<file path="config.mk">
export PLATFORM = sky130hd
export DESIGN_NAME = cfu_l1_arbiter_flat
export DESIGN_NICKNAME = d
export VERILOG_FILES = /design/src/rtl/cfu_l1_arbiter_if.sv /design/src/rtl/cfu_l1_arbiter.sv /design/src/flat_wrapper.sv
export SDC_FILE = /design/constraint.sdc
export NUM_CORES = 1
export LEC_CHECK = 0
export ABC_AREA = 1
export CORE_MARGIN = 3
export CORE_UTILIZATION = 40
export DETAILED_ROUTE_END_ITERATION = 10
export PLACE_DENSITY = 0.81
export RECOVER_POWER = 25
export SLEW_MARGIN = 10
export SYNTH_ARGS = -nofsm -noshare
export SYNTH_HDL_FRONTEND = slang
export SYNTH_SLANG_ARGS = --single-unit
</file>
<file path="constraint.sdc">
create_clock -name clk -period 7 [get_ports clk]
set_input_delay 0.7 -clock clk [delete_from_list [all_inputs] [get_ports clk]]
set_output_delay 0.7 -clock clk [all_outputs]
set_load 0.02 [all_outputs]
</file>
<file path="src/rtl/cfu_l1_arbiter_if.sv">
// cfu_l1_arbiter_if: per-requester request/response bundle between requesters and the CFU-L1 arbiter
interface cfu_l1_arbiter_if #(
  parameter int N_REQ = 2,
  parameter int CFU_STATE_ID_W = 1,
  parameter int CFU_FUNC_ID_W = 10,
  parameter int CFU_DATA_W = 32,
  parameter int CFU_STATUS_W = 3
) ();
  logic [N_REQ-1:0] req_valid;
  logic [N_REQ-1:0] req_ready;
  logic [N_REQ-1:0][CFU_STATE_ID_W-1:0] req_state;
  logic [N_REQ-1:0][CFU_FUNC_ID_W-1:0] req_func;
  logic [N_REQ-1:0][CFU_DATA_W-1:0] req_data0;
  logic [N_REQ-1:0][CFU_DATA_W-1:0] req_data1;
  logic [N_REQ-1:0] resp_valid;
  logic [N_REQ-1:0] resp_ready;
  logic [N_REQ-1:0][CFU_STATUS_W-1:0] resp_status;
  logic [N_REQ-1:0][CFU_DATA_W-1:0] resp_data;
  modport master (
    output req_valid, req_state, req_func, req_data0, req_data1, resp_ready,
    input  req_ready, resp_valid, resp_status, resp_data
  );
  modport slave (
    input  req_valid, req_state, req_func, req_data0, req_data1, resp_ready,
    output req_ready, resp_valid, resp_status, resp_data
  );
endinterface

</file>
<file path="src/rtl/cfu_l1_arbiter.sv">
// cfu_l1_arbiter: round-robin sharing of one fixed-latency CFU-L1 among N_REQ requesters with credit-protected response FIFOs
module cfu_l1_arbiter #(
  parameter int N_REQ = 2,
  parameter int CFU_LATENCY = 0,
  parameter int RESP_DEPTH = 2,
  parameter int CFU_STATE_ID_W = 1,
  parameter int CFU_FUNC_ID_W = 10,
  parameter int CFU_DATA_W = 32,
  parameter int CFU_STATUS_W = 3
) (
  input  logic clk,
  input  logic rst,
  input  logic clk_en,
  cfu_l1_arbiter_if.slave bus,
  output logic cfu_clk_en,
  output logic cfu_req_valid,
  output logic [CFU_STATE_ID_W-1:0] cfu_req_state,
  output logic [CFU_FUNC_ID_W-1:0] cfu_req_func,
  output logic [CFU_DATA_W-1:0] cfu_req_data0,
  output logic [CFU_DATA_W-1:0] cfu_req_data1,
  input  logic cfu_resp_valid,
  input  logic [CFU_STATUS_W-1:0] cfu_resp_status,
  input  logic [CFU_DATA_W-1:0] cfu_resp_data
);
  localparam int IW = $clog2(N_REQ);
  localparam int CW = $clog2(RESP_DEPTH + 1);
  localparam int PW = RESP_DEPTH > 1 ? $clog2(RESP_DEPTH) : 1;
  localparam int EW = CFU_STATUS_W + CFU_DATA_W;

  logic [IW-1:0] ptr, gnt, idx, tag_i;
  logic found, tag_v;
  logic [N_REQ-1:0][CW-1:0] cred, cnt;
  logic [N_REQ-1:0][PW-1:0] rd, wr;
  logic [N_REQ-1:0] push, pop;
  logic [EW-1:0] mem [N_REQ][RESP_DEPTH];

  // first requester with a pending request and a free credit, scanning upward from ptr
  always_comb begin
    found = 1'b0;
    gnt = '0;
    idx = '0;
    for (int k = 0; k < N_REQ; k++) begin
      idx = IW'((int'(ptr) + k) % N_REQ);
      if (!found && clk_en && bus.req_valid[idx] && cred[idx] != '0) begin
        found = 1'b1;
        gnt = idx;
      end
    end
  end

  assign cfu_clk_en = clk_en;
  assign cfu_req_valid = found;
  assign cfu_req_state = bus.req_state[gnt];
  assign cfu_req_func = bus.req_func[gnt];
  assign cfu_req_data0 = bus.req_data0[gnt];
  assign cfu_req_data1 = bus.req_data1[gnt];

  if (CFU_LATENCY == 0) begin : g_wire
    assign tag_v = found;
    assign tag_i = gnt;
  end else begin : g_pipe
    logic [CFU_LATENCY-1:0] tv;
    logic [IW-1:0] ti [CFU_LATENCY];
    // issuer tags travel alongside the CFU pipeline and freeze with it
    always_ff @(posedge clk) begin
      if (rst) tv <= '0;
      else if (clk_en) begin
        tv[0] <= found;
        ti[0] <= gnt;
        for (int k = 1; k < CFU_LATENCY; k++) begin
          tv[k] <= tv[k-1];
          ti[k] <= ti[k-1];
        end
      end
    end
    assign tag_v = tv[CFU_LATENCY-1];
    assign tag_i = ti[CFU_LATENCY-1];
  end

  // per-requester handshakes and FIFO heads
  always_comb begin
    for (int i = 0; i < N_REQ; i++) begin
      push[i] = cfu_resp_valid && clk_en && tag_v && tag_i == IW'(i);
      pop[i] = cnt[i] != '0 && bus.resp_ready[i];
      bus.req_ready[i] = found && gnt == IW'(i);
      bus.resp_valid[i] = cnt[i] != '0;
      {bus.resp_status[i], bus.resp_data[i]} = mem[i][rd[i]];
    end
  end

  // rr pointer, credits (returned on pop) and response FIFO bookkeeping
  always_ff @(posedge clk) begin
    if (rst) begin
      ptr <= '0;
      cnt <= '0;
      rd <= '0;
      wr <= '0;
      for (int i = 0; i < N_REQ; i++) cred[i] <= CW'(RESP_DEPTH);
    end else begin
      if (found) ptr <= gnt == IW'(N_REQ - 1) ? '0 : gnt + 1'b1;
      for (int i = 0; i < N_REQ; i++) begin
        cred[i] <= cred[i] - CW'(bus.req_ready[i]) + CW'(pop[i]);
        cnt[i] <= cnt[i] + CW'(push[i]) - CW'(pop[i]);
        if (push[i]) begin
          mem[i][wr[i]] <= {cfu_resp_status, cfu_resp_data};
          wr[i] <= wr[i] == PW'(RESP_DEPTH - 1) ? '0 : wr[i] + 1'b1;
        end
        if (pop[i]) rd[i] <= rd[i] == PW'(RESP_DEPTH - 1) ? '0 : rd[i] + 1'b1;
      end
    end
  end

  a_tagged: assert property (@(posedge clk) disable iff (rst) cfu_resp_valid && clk_en |-> tag_v);
  for (genvar i = 0; i < N_REQ; i++) begin : g_ovf
    a_room: assert property (@(posedge clk) disable iff (rst) push[i] |-> cnt[i] != CW'(RESP_DEPTH) || pop[i]);
  end
endmodule

</file>
<file path="src/flat_wrapper.sv">
// flat-port wrapper written by rule: the top's interface ports become plain ports
module cfu_l1_arbiter_flat 
#(
  parameter int N_REQ = 2,
  parameter int CFU_LATENCY = 0,
  parameter int RESP_DEPTH = 2,
  parameter int CFU_STATE_ID_W = 1,
  parameter int CFU_FUNC_ID_W = 10,
  parameter int CFU_DATA_W = 32,
  parameter int CFU_STATUS_W = 3
)
  (clk, rst, clk_en, cfu_clk_en, cfu_req_valid, cfu_req_state, cfu_req_func, cfu_req_data0, cfu_req_data1, cfu_resp_valid, cfu_resp_status, cfu_resp_data, bus_req_valid, bus_req_state, bus_req_func, bus_req_data0, bus_req_data1, bus_resp_ready, bus_req_ready, bus_resp_valid, bus_resp_status, bus_resp_data);
  cfu_l1_arbiter_if #(.N_REQ(N_REQ), .CFU_STATE_ID_W(CFU_STATE_ID_W), .CFU_FUNC_ID_W(CFU_FUNC_ID_W), .CFU_DATA_W(CFU_DATA_W), .CFU_STATUS_W(CFU_STATUS_W)) bus_i ();
  input  logic clk;
  input  logic rst;
  input  logic clk_en;
  output logic cfu_clk_en;
  output logic cfu_req_valid;
  output logic [CFU_STATE_ID_W-1:0] cfu_req_state;
  output logic [CFU_FUNC_ID_W-1:0] cfu_req_func;
  output logic [CFU_DATA_W-1:0] cfu_req_data0;
  output logic [CFU_DATA_W-1:0] cfu_req_data1;
  input  logic cfu_resp_valid;
  input  logic [CFU_STATUS_W-1:0] cfu_resp_status;
  input  logic [CFU_DATA_W-1:0] cfu_resp_data;
  input wire logic [$bits(bus_i.req_valid)-1:0] bus_req_valid;
  input wire logic [$bits(bus_i.req_state)-1:0] bus_req_state;
  input wire logic [$bits(bus_i.req_func)-1:0] bus_req_func;
  input wire logic [$bits(bus_i.req_data0)-1:0] bus_req_data0;
  input wire logic [$bits(bus_i.req_data1)-1:0] bus_req_data1;
  input wire logic [$bits(bus_i.resp_ready)-1:0] bus_resp_ready;
  output wire logic [$bits(bus_i.req_ready)-1:0] bus_req_ready;
  output wire logic [$bits(bus_i.resp_valid)-1:0] bus_resp_valid;
  output wire logic [$bits(bus_i.resp_status)-1:0] bus_resp_status;
  output wire logic [$bits(bus_i.resp_data)-1:0] bus_resp_data;
  assign bus_i.req_valid = bus_req_valid;
  assign bus_i.req_state = bus_req_state;
  assign bus_i.req_func = bus_req_func;
  assign bus_i.req_data0 = bus_req_data0;
  assign bus_i.req_data1 = bus_req_data1;
  assign bus_i.resp_ready = bus_resp_ready;
  assign bus_req_ready = bus_i.req_ready;
  assign bus_resp_valid = bus_i.resp_valid;
  assign bus_resp_status = bus_i.resp_status;
  assign bus_resp_data = bus_i.resp_data;
  cfu_l1_arbiter #(.N_REQ(N_REQ), .CFU_LATENCY(CFU_LATENCY), .RESP_DEPTH(RESP_DEPTH), .CFU_STATE_ID_W(CFU_STATE_ID_W), .CFU_FUNC_ID_W(CFU_FUNC_ID_W), .CFU_DATA_W(CFU_DATA_W), .CFU_STATUS_W(CFU_STATUS_W)) u_core (.clk(clk), .rst(rst), .clk_en(clk_en), .bus(bus_i), .cfu_clk_en(cfu_clk_en), .cfu_req_valid(cfu_req_valid), .cfu_req_state(cfu_req_state), .cfu_req_func(cfu_req_func), .cfu_req_data0(cfu_req_data0), .cfu_req_data1(cfu_req_data1), .cfu_resp_valid(cfu_resp_valid), .cfu_resp_status(cfu_resp_status), .cfu_resp_data(cfu_resp_data));
endmodule
</file>
==> summary.md, run 1 <==
| Metric | Value |
|---|---|
| Post-Syn Nets | `925` |
| Hold_buf cts | `0` |
| Power Total | `3.56 mW` |
| HPWL Detailed | `17700 um` |
| Post-route ant nets | `0` |
| Sink Count | `153` |
| I/O Buffers | `343` |
| Total Routing Usage GR | `24.6%` |
| Total grt overflow | `0` |
| Setup TNS | `0 ns` |
| Synth unique cells | `20` |
| Slew Limit Fails | `0` |
| Pwr dens | `324 nW/um2` |
| Vias in the first global route | `5982` |
| CP max stage cell | `inv_2` |
| Total wire length | `24100 um` |
| Setup CP Type | `primary input to primary output` |
| CP Cell Sequence | `clkdlybuf4s50_1 > nor2_1 > nor2_4 > nand2_2 > nand2_1 > nand2_1 > nor2_4 > inv_2 > buf_4 > nand2_1 > nand2_1 > clkdlybuf4s50_1` |
| Initial Util | `41.0%` |
| H-tree levels | `4` |
| Root Driver | `clkbuf_16` |
| FF-to-FF End | `u_core.mem[0][40]` |
| Cell family with most CP delay | `buffers and inverters` |
| CTS Buf Count | `17` |
| Die ar. | `18700 um2` |
| Status | `finished clean` |
| Clk_skew | `0.00967 ns` |
| Buf/Inv on CP | `4` |
| RD Place Congestion | `0.948` |
| Worst reg2reg startpoint | `u_core.ptr` |
| Max Cap Viol | `0` |
| Synth-to-layout area growth | `60.7%` |
| DRT iter0 DRCs | `292` |
| Hold Path Class | `flop to flop` |
| Core area | `16600 um2` |
| Drt wl/cell | `18.5 um` |
| Fmax | `234 MHz` |
| CP dominant cell by count | `nand2_1` |
| Final hold violations | `0` |
| Hold_sp | `u_core.wr[0]` |
| DR vias/cell | `4.70` |
| Drt drc | `0` |
| CP arrival | `3.57 ns` |
| Vias | `6107` |
| Max incr delay on CP | `0.80 ns` |
| Final Setup Violations | `0` |
| Clk_lat worst skew | `0.41 ns` |
| Share of post-route cells with drive strength above 1 | `5.11%` |
| Crit share post-route | `61.1%` |
| RSZ-0062 raised after global routing | `false` |
| Pleak | `4.61 nW` |
| Die X | `137 um` |
| Gate Count Post-Synth | `726` |
| Post-CTS sizing | `0` |
| Largest net degree at the start of global routing | `78` |
| Worst Tran Pin Value | `1.15 ns` |
| Crit-path max FO | `68` |
| Pre-antenna DRT Iters | `5` |
| Worst Reg-to-Reg Cells | `9` |
| Slew HR | `23.6%` |
| Hold Path End | `u_core.wr[0]` |
| Global-route wire length before repair | `33800 um` |
| Syn Area/Cell | `9.39 um2` |
| Initial antenna violation count | `4` |
| CP required | `6.30 ns` |
| Io pins | `344` |
| Post-CTS Setup Bufs | `0` |
| Peak supply drop | `0.284 mV` |
| Sequential area share after synthesis | `65.5%` |
| Crit. End Element | `primary output` |
| Yosys reg bits | `153` |
| Hold depth | `1` |
| Net count, final | `1262` |
| Longest Clk Path Bufs | `2` |
| CTS tree | `yes` |
| Warnings from Yosys | `0` |
| Height of the chip | `137 um` |
| Minimum clock period | `4.27 ns` |
| CTS clk-pin slew, worst paths | `0.06 ns` |
| Synth Cell Area | `6820 um2` |
| Worst Setup Start Kind | `primary input` |
| Worst reg2reg setup slack | `4.32 ns` |
| Rows | `47` |
## cell usage after synthesis, drive strengths merged
| library cell | count | area, um2 |
|---|---|---|
| inv | 26 | 97.6 |
| nand2 | 463 | 1740 |
| nor2 | 20 | 90.1 |
| nand3 | 6 | 30.0 |
| a21oi | 4 | 20.0 |
| xor2 | 4 | 35.0 |
| dfxtp | 13 | 260 |
| or2 | 4 | 25.0 |
| clkbuf | 13 | 48.8 |
| edfxtp | 140 | 4200 |
| o22ai | 2 | 12.5 |
| o21ai | 5 | 25.0 |
| ha | 6 | 75.1 |
| buf | 20 | 154 |
## layout by cell type, fill, tap and decap left out
master           Yosys  routed
a21oi_1              4       4
buf_4                5       8
clkbuf_16            0      17
clkdlybuf4s50_1      0     314
clkinv_1             0       2
clkinv_2             0       1
clkinv_4             0       3
clkinvlp_4           0       3
dfxtp_1             13      13
diode_2              0       2
dlygate4sd3_1        0      29
edfxtp_1           140     140
ha_1                 6       6
inv_1               21      21
inv_2                5       5
inv_6                0       5
inv_8                0       1
nand2_1            461     461
nand2_2              2       2
nand3_1              6       6
nor2_1              18      14
nor2_4               2       6
o21ai_0              5       5
o22ai_1              2       2
or2_2                4       4
xor2_1               4       4
## per-stage QoR
stage	area, um2	hold WS [ns]	util (%)	setup WS, ns	instances
3_5_place_dp	10400	0.505	62.6	2.72	1264
2_1_floorplan	6820	0.443	-	3.51	726
4_1_cts	11000	0.519	65.8	2.72	1296
3_3_place_gp	10400	0.491	62.6	2.76	1264
6_report	11000	0.526	65.9	2.73	1298
5_1_grt	11000	0.549	65.9	2.54	1298
## worst max path at each step
stage                           from                end  slack [ns]  cells after the start
finish              bus_req_valid[0]   cfu_req_data0[7]        2.73                     12
global route        bus_req_valid[0]   cfu_req_data0[7]        2.54                     12
CTS                 bus_req_valid[0]   cfu_req_data0[7]        2.72                     12
detailed placement  bus_req_valid[0]   cfu_req_data0[7]        2.72                     12
global placement    bus_req_valid[1]  cfu_req_data0[15]        2.76                     13
floorplan           bus_req_valid[1]  u_core.mem[0][35]        3.51                     10
## registers in the layout, indices dropped and copies added (netlist names)
name,cells
u_core.wr,2
u_core.ptr,1
u_core.mem,140
u_core.cred,4
u_core.cnt,4
u_core.rd,2
## per-layer routing
| layer | vias to the layer above | GRT usage [%] | routed length (um) |
|---|---|---|---|
| li1 | 2988 | - | - |
| met1 | 2811 | 27.6 | 8860 |
| met2 | 257 | 42.3 | 12000 |
| met3 | 47 | 8.09 | 2190 |
| met4 | 4 | 11.3 | 1000 |
| met5 | - | 0 | 26 |
## where the power goes
| part | switching, mW | internal (mW) | leakage (nW) |
|---|---|---|---|
| clock network | 0.358 | 0.459 | 0.258 |
| registers | 0.0222 | 1.05 | 1.37 |
| logic | 0.971 | 0.693 | 2.98 |
| total | 1.35 | 2.21 | 4.61 |
## area by class of cell
type	instances	area, um2
clock inverter	15	116
timing repair buffer	351	3490
tap	220	275
multi-input combinational	514	2090
clock buffer	17	425
sequential	153	4460
antenna	2	5.00
fill	1287	5680
inverter	26	97.6
## cells by family (layout without fill, tap and decap cells)
| group | count (synthesis) | in the layout | synth area share (%) |
|---|---|---|---|
| AO/OA/AOI/OAI | 11 | 11 | 0.844 |
| XOR/XNOR | 4 | 4 | 0.514 |
| adder cells (fa/ha/maj) | 6 | 6 | 1.10 |
| buffers and inverters | 59 | 409 | 4.40 |
| flip-flops | 153 | 153 | 65.5 |
| other | 0 | 2 | 0 |
| AND/OR/NAND/NOR | 493 | 493 | 27.7 |
Power figures use the tool's default switching activity.
==> run 2: changes to the inputs <==
--- a/config.mk
+++ b/config.mk
@@ -7,9 +7,9 @@
 export LEC_CHECK = 0
 export ABC_AREA = 1
 export CORE_MARGIN = 3
-export CORE_UTILIZATION = 40
+export CORE_UTILIZATION = 37
 export DETAILED_ROUTE_END_ITERATION = 10
-export PLACE_DENSITY = 0.81
+export PLACE_DENSITY = 0.79
 export RECOVER_POWER = 25
 export SLEW_MARGIN = 10
 export SYNTH_ARGS = -nofsm -noshare
==> constraint.sdc (replaced) <==
create_clock -name clk -period 3.7 [get_ports clk]
set_input_delay 0.37 -clock clk [delete_from_list [all_inputs] [get_ports clk]]
set_output_delay 0.37 -clock clk [all_outputs]
set_load 0.02 [all_outputs]
==> summary.md, run 2 (same netlist as run 1, synthesis figures left out) <==
| Metric | Value |
|---|---|
| Root Driver | `clkbuf_16 (unchanged)` |
| H-tree levels | `4 (unchanged)` |
| Fmax | `298 MHz` |
| Max reg flops | `140 (unchanged)` |
| Max incr delay on CP | `0.62 ns (was 0.80 ns)` |
| Die ar. | `20100 um2 (was 18700 um2)` |
| CTS clk-pin slew, worst paths | `0.07 ns (was 0.06 ns)` |
| Most frequent cells in the layout | `nand2_1 (461), clkdlybuf4s50_1 (312), edfxtp_1 (140) (was nand2_1 (461), clkdlybuf4s50_1 (314), edfxtp_1 (140))` |
| HPWL Detailed | `17000 um (was 17700 um)` |
| Placed Area | `10500 um2 (was 10400 um2)` |
| RSZ-0062 raised after global routing | `false (unchanged)` |
| Clk_skew | `0.00943 ns (was 0.00967 ns)` |
| DRT iter0 DRCs | `298 (was 292)` |
| Most common cell after layout, fill and taps aside | `nand2_1 (unchanged)` |
| Sw frac | `38.2% (was 38.0%)` |
| Pleak | `4.64 nW (was 4.61 nW)` |
| CTS tree | `yes (unchanged)` |
| Setup TNS | `0 ns (unchanged)` |
| Initial Util | `37.8% (was 41.0%)` |
| RD Place Congestion | `0.954 (was 0.948)` |
| CTS Buf Count | `17 (unchanged)` |
| Layout filler cell count | `1449 (was 1287)` |
| Final hold violations | `0 (unchanged)` |
| Final Setup Violations | `0 (unchanged)` |
| Slew HR | `50.6% (was 23.6%)` |
| Core area | `18000 um2 (was 16600 um2)` |
| Pwr dens | `616 nW/um2 (was 324 nW/um2)` |
| Io pins | `344 (unchanged)` |
| Height of the chip | `142 um (was 137 um)` |
| Post-route ant nets | `0 (unchanged)` |
| Setup CP Type | `flop to primary output (was primary input to primary output)` |
| Total Routing Usage GR | `22.4% (was 24.6%)` |
| CP required | `3.33 ns (was 6.30 ns)` |
| Post-CTS sizing | `0 (unchanged)` |
| Clock group share of total power | `23.8% (was 23.0%)` |
| Final instance area | `11000 um2 (about the same)` |
| Crit-path max FO | `40 (was 68)` |
| Initial antenna violation count | `2 (was 4)` |
| I/O Buffers | `343 (unchanged)` |
| Combinational share of power | `46.3% (was 46.8%)` |
| Die X | `142 um (was 137 um)` |
| Hold_buf cts | `0 (unchanged)` |
| Internal Power | `4.20 mW (was 2.21 mW)` |
| CP dominant cell by count | `nand2_1 (unchanged)` |
| Rows | `49 (was 47)` |
| CP Cell Sequence | `nand2_1 > nand2_1 > nor2_4 > nand2_2 > nand2_1 > nand2_1 > nor2_4 > inv_2 > buf_12 > nand2_1 > nand2_1 > clkdlybuf4s50_1 (was clkdlybuf4s50_1 > nor2_1 > nor2_4 > nand2_2 > nand2_1 > nand2_1 > nor2_4 > inv_2 > buf_4 > nand2_1 > nand2_1 > clkdlybuf4s50_1)` |
| DR vias/cell | `4.65 (was 4.70)` |
| Vias in the first global route | `6022 (was 5982)` |
| Post-CTS Setup Bufs | `0 (unchanged)` |
| Drt drc | `0 (unchanged)` |
| Vias | `6067 (was 6107)` |
| Longest Clk Path Bufs | `2 (unchanged)` |
| Share of post-route cells with drive strength above 1 | `5.48% (was 5.11%)` |
| Minimum clock period | `3.36 ns` |
| Total grt overflow | `0 (unchanged)` |
| Worst Setup Start Kind | `flop (was primary input)` |
| Peak supply drop | `0.396 mV (was 0.284 mV)` |
| Max Cap Viol | `0 (unchanged)` |
| Slew Limit Fails | `0 (unchanged)` |
| Net count, final | `1262 (unchanged)` |
| Total wire length | `23300 um (was 24100 um)` |
| Crit. End Element | `primary output (unchanged)` |
| Status | `finished clean (unchanged)` |
| CP arrival | `2.99 ns (was 3.57 ns)` |
| CP max stage cell | `clkdlybuf4s50_1 (was inv_2)` |
| Sink Count | `153 (unchanged)` |
| Pre-antenna DRT Iters | `5 (unchanged)` |
| Net Sw Power | `2.60 mW (was 1.35 mW)` |
| Hold Path Class | `flop to flop (unchanged)` |
| Synth-to-layout area growth | `61.7% (was 60.7%)` |
| Worst Tran Pin Value | `0.740 ns (was 1.15 ns)` |
| Largest net degree at the start of global routing | `78 (unchanged)` |
| Clk_lat worst skew | `0.41 ns (about the same)` |
| Seq pwr share | `29.9% (was 30.2%)` |
| Global-route wire length before repair | `34300 um (was 33800 um)` |
| Drt wl/cell | `17.8 um (was 18.5 um)` |
| Crit share post-route | `90.7%` |
-- run 2: metrics by stage --
stage               total power, mW  hold slack, ns  utilization [%]  worst slack (ns)  std cells
floorplan                      3.72           0.441                -             0.500        726
global placement               5.21           0.494             58.1             0.407       1273
CTS                            6.87           0.526             61.2             0.334       1305
finish                         6.80           0.522             61.2             0.345       1306
global route                   7.15           0.554             61.2             0.113       1306
detailed placement             5.24           0.511             58.1             0.389       1273
-- run 2: final timing paths --
check	from	endpoint	slack [ns]	depth (start not counted)
worst max-delay path	u_core.ptr	cfu_req_data1[0]	0.34	12
worst min-delay path	u_core.wr[1]	u_core.wr[1]	0.52	1
worst max register to register	u_core.ptr	u_core.mem[0][126]	1.20	9
worst min register to register	u_core.wr[1]	u_core.wr[1]	0.52	1
-- run 2: power by group through the flow --
stage / logic [mW] / clock network, mW / registers (mW)
final: 3.15 / 1.62 / 2.03
after global routing: 3.39 / 1.72 / 2.04
after CTS: 3.19 / 1.64 / 2.03
after detailed placement: 3.17 / 0 / 2.07
after global placement: 3.14 / 0 / 2.07
after floorplan: 1.66 / 0 / 2.06
-- run 2: critical path, delay by kind of cell, from the launching register on --
| kind | cells | cell delay, ns |
|---|---|---|
| buf+inv | 3 | 1.39 |
| simple gates | 9 | 0.69 |
| flops | 1 | 0.47 |
-- run 2: layout make-up --
| class | instances | area, um2 | share of cell area [%] |
|---|---|---|---|
| clock buffers | 17 | 425 | 3.86 |
| multi-input cells | 514 | 2090 | 18.9 |
| repair buffers | 351 | 3540 | 32.1 |
| diodes | 1 | 2.50 | 0.0227 |
| clock inverters | 15 | 131 | 1.19 |
| well taps | 229 | 287 | 2.60 |
| flip-flops and latches | 153 | 4460 | 40.5 |
| inverters | 26 | 97.6 | 0.885 |
-- run 2: layer usage --
layer	routed length, um	vias to the layer above	track usage, %
met4	753	2	8.99
met5	13	-	0
met3	2070	41	6.71
li1	-	2982	-
met1	8740	2783	26.0
met2	11700	259	38.9
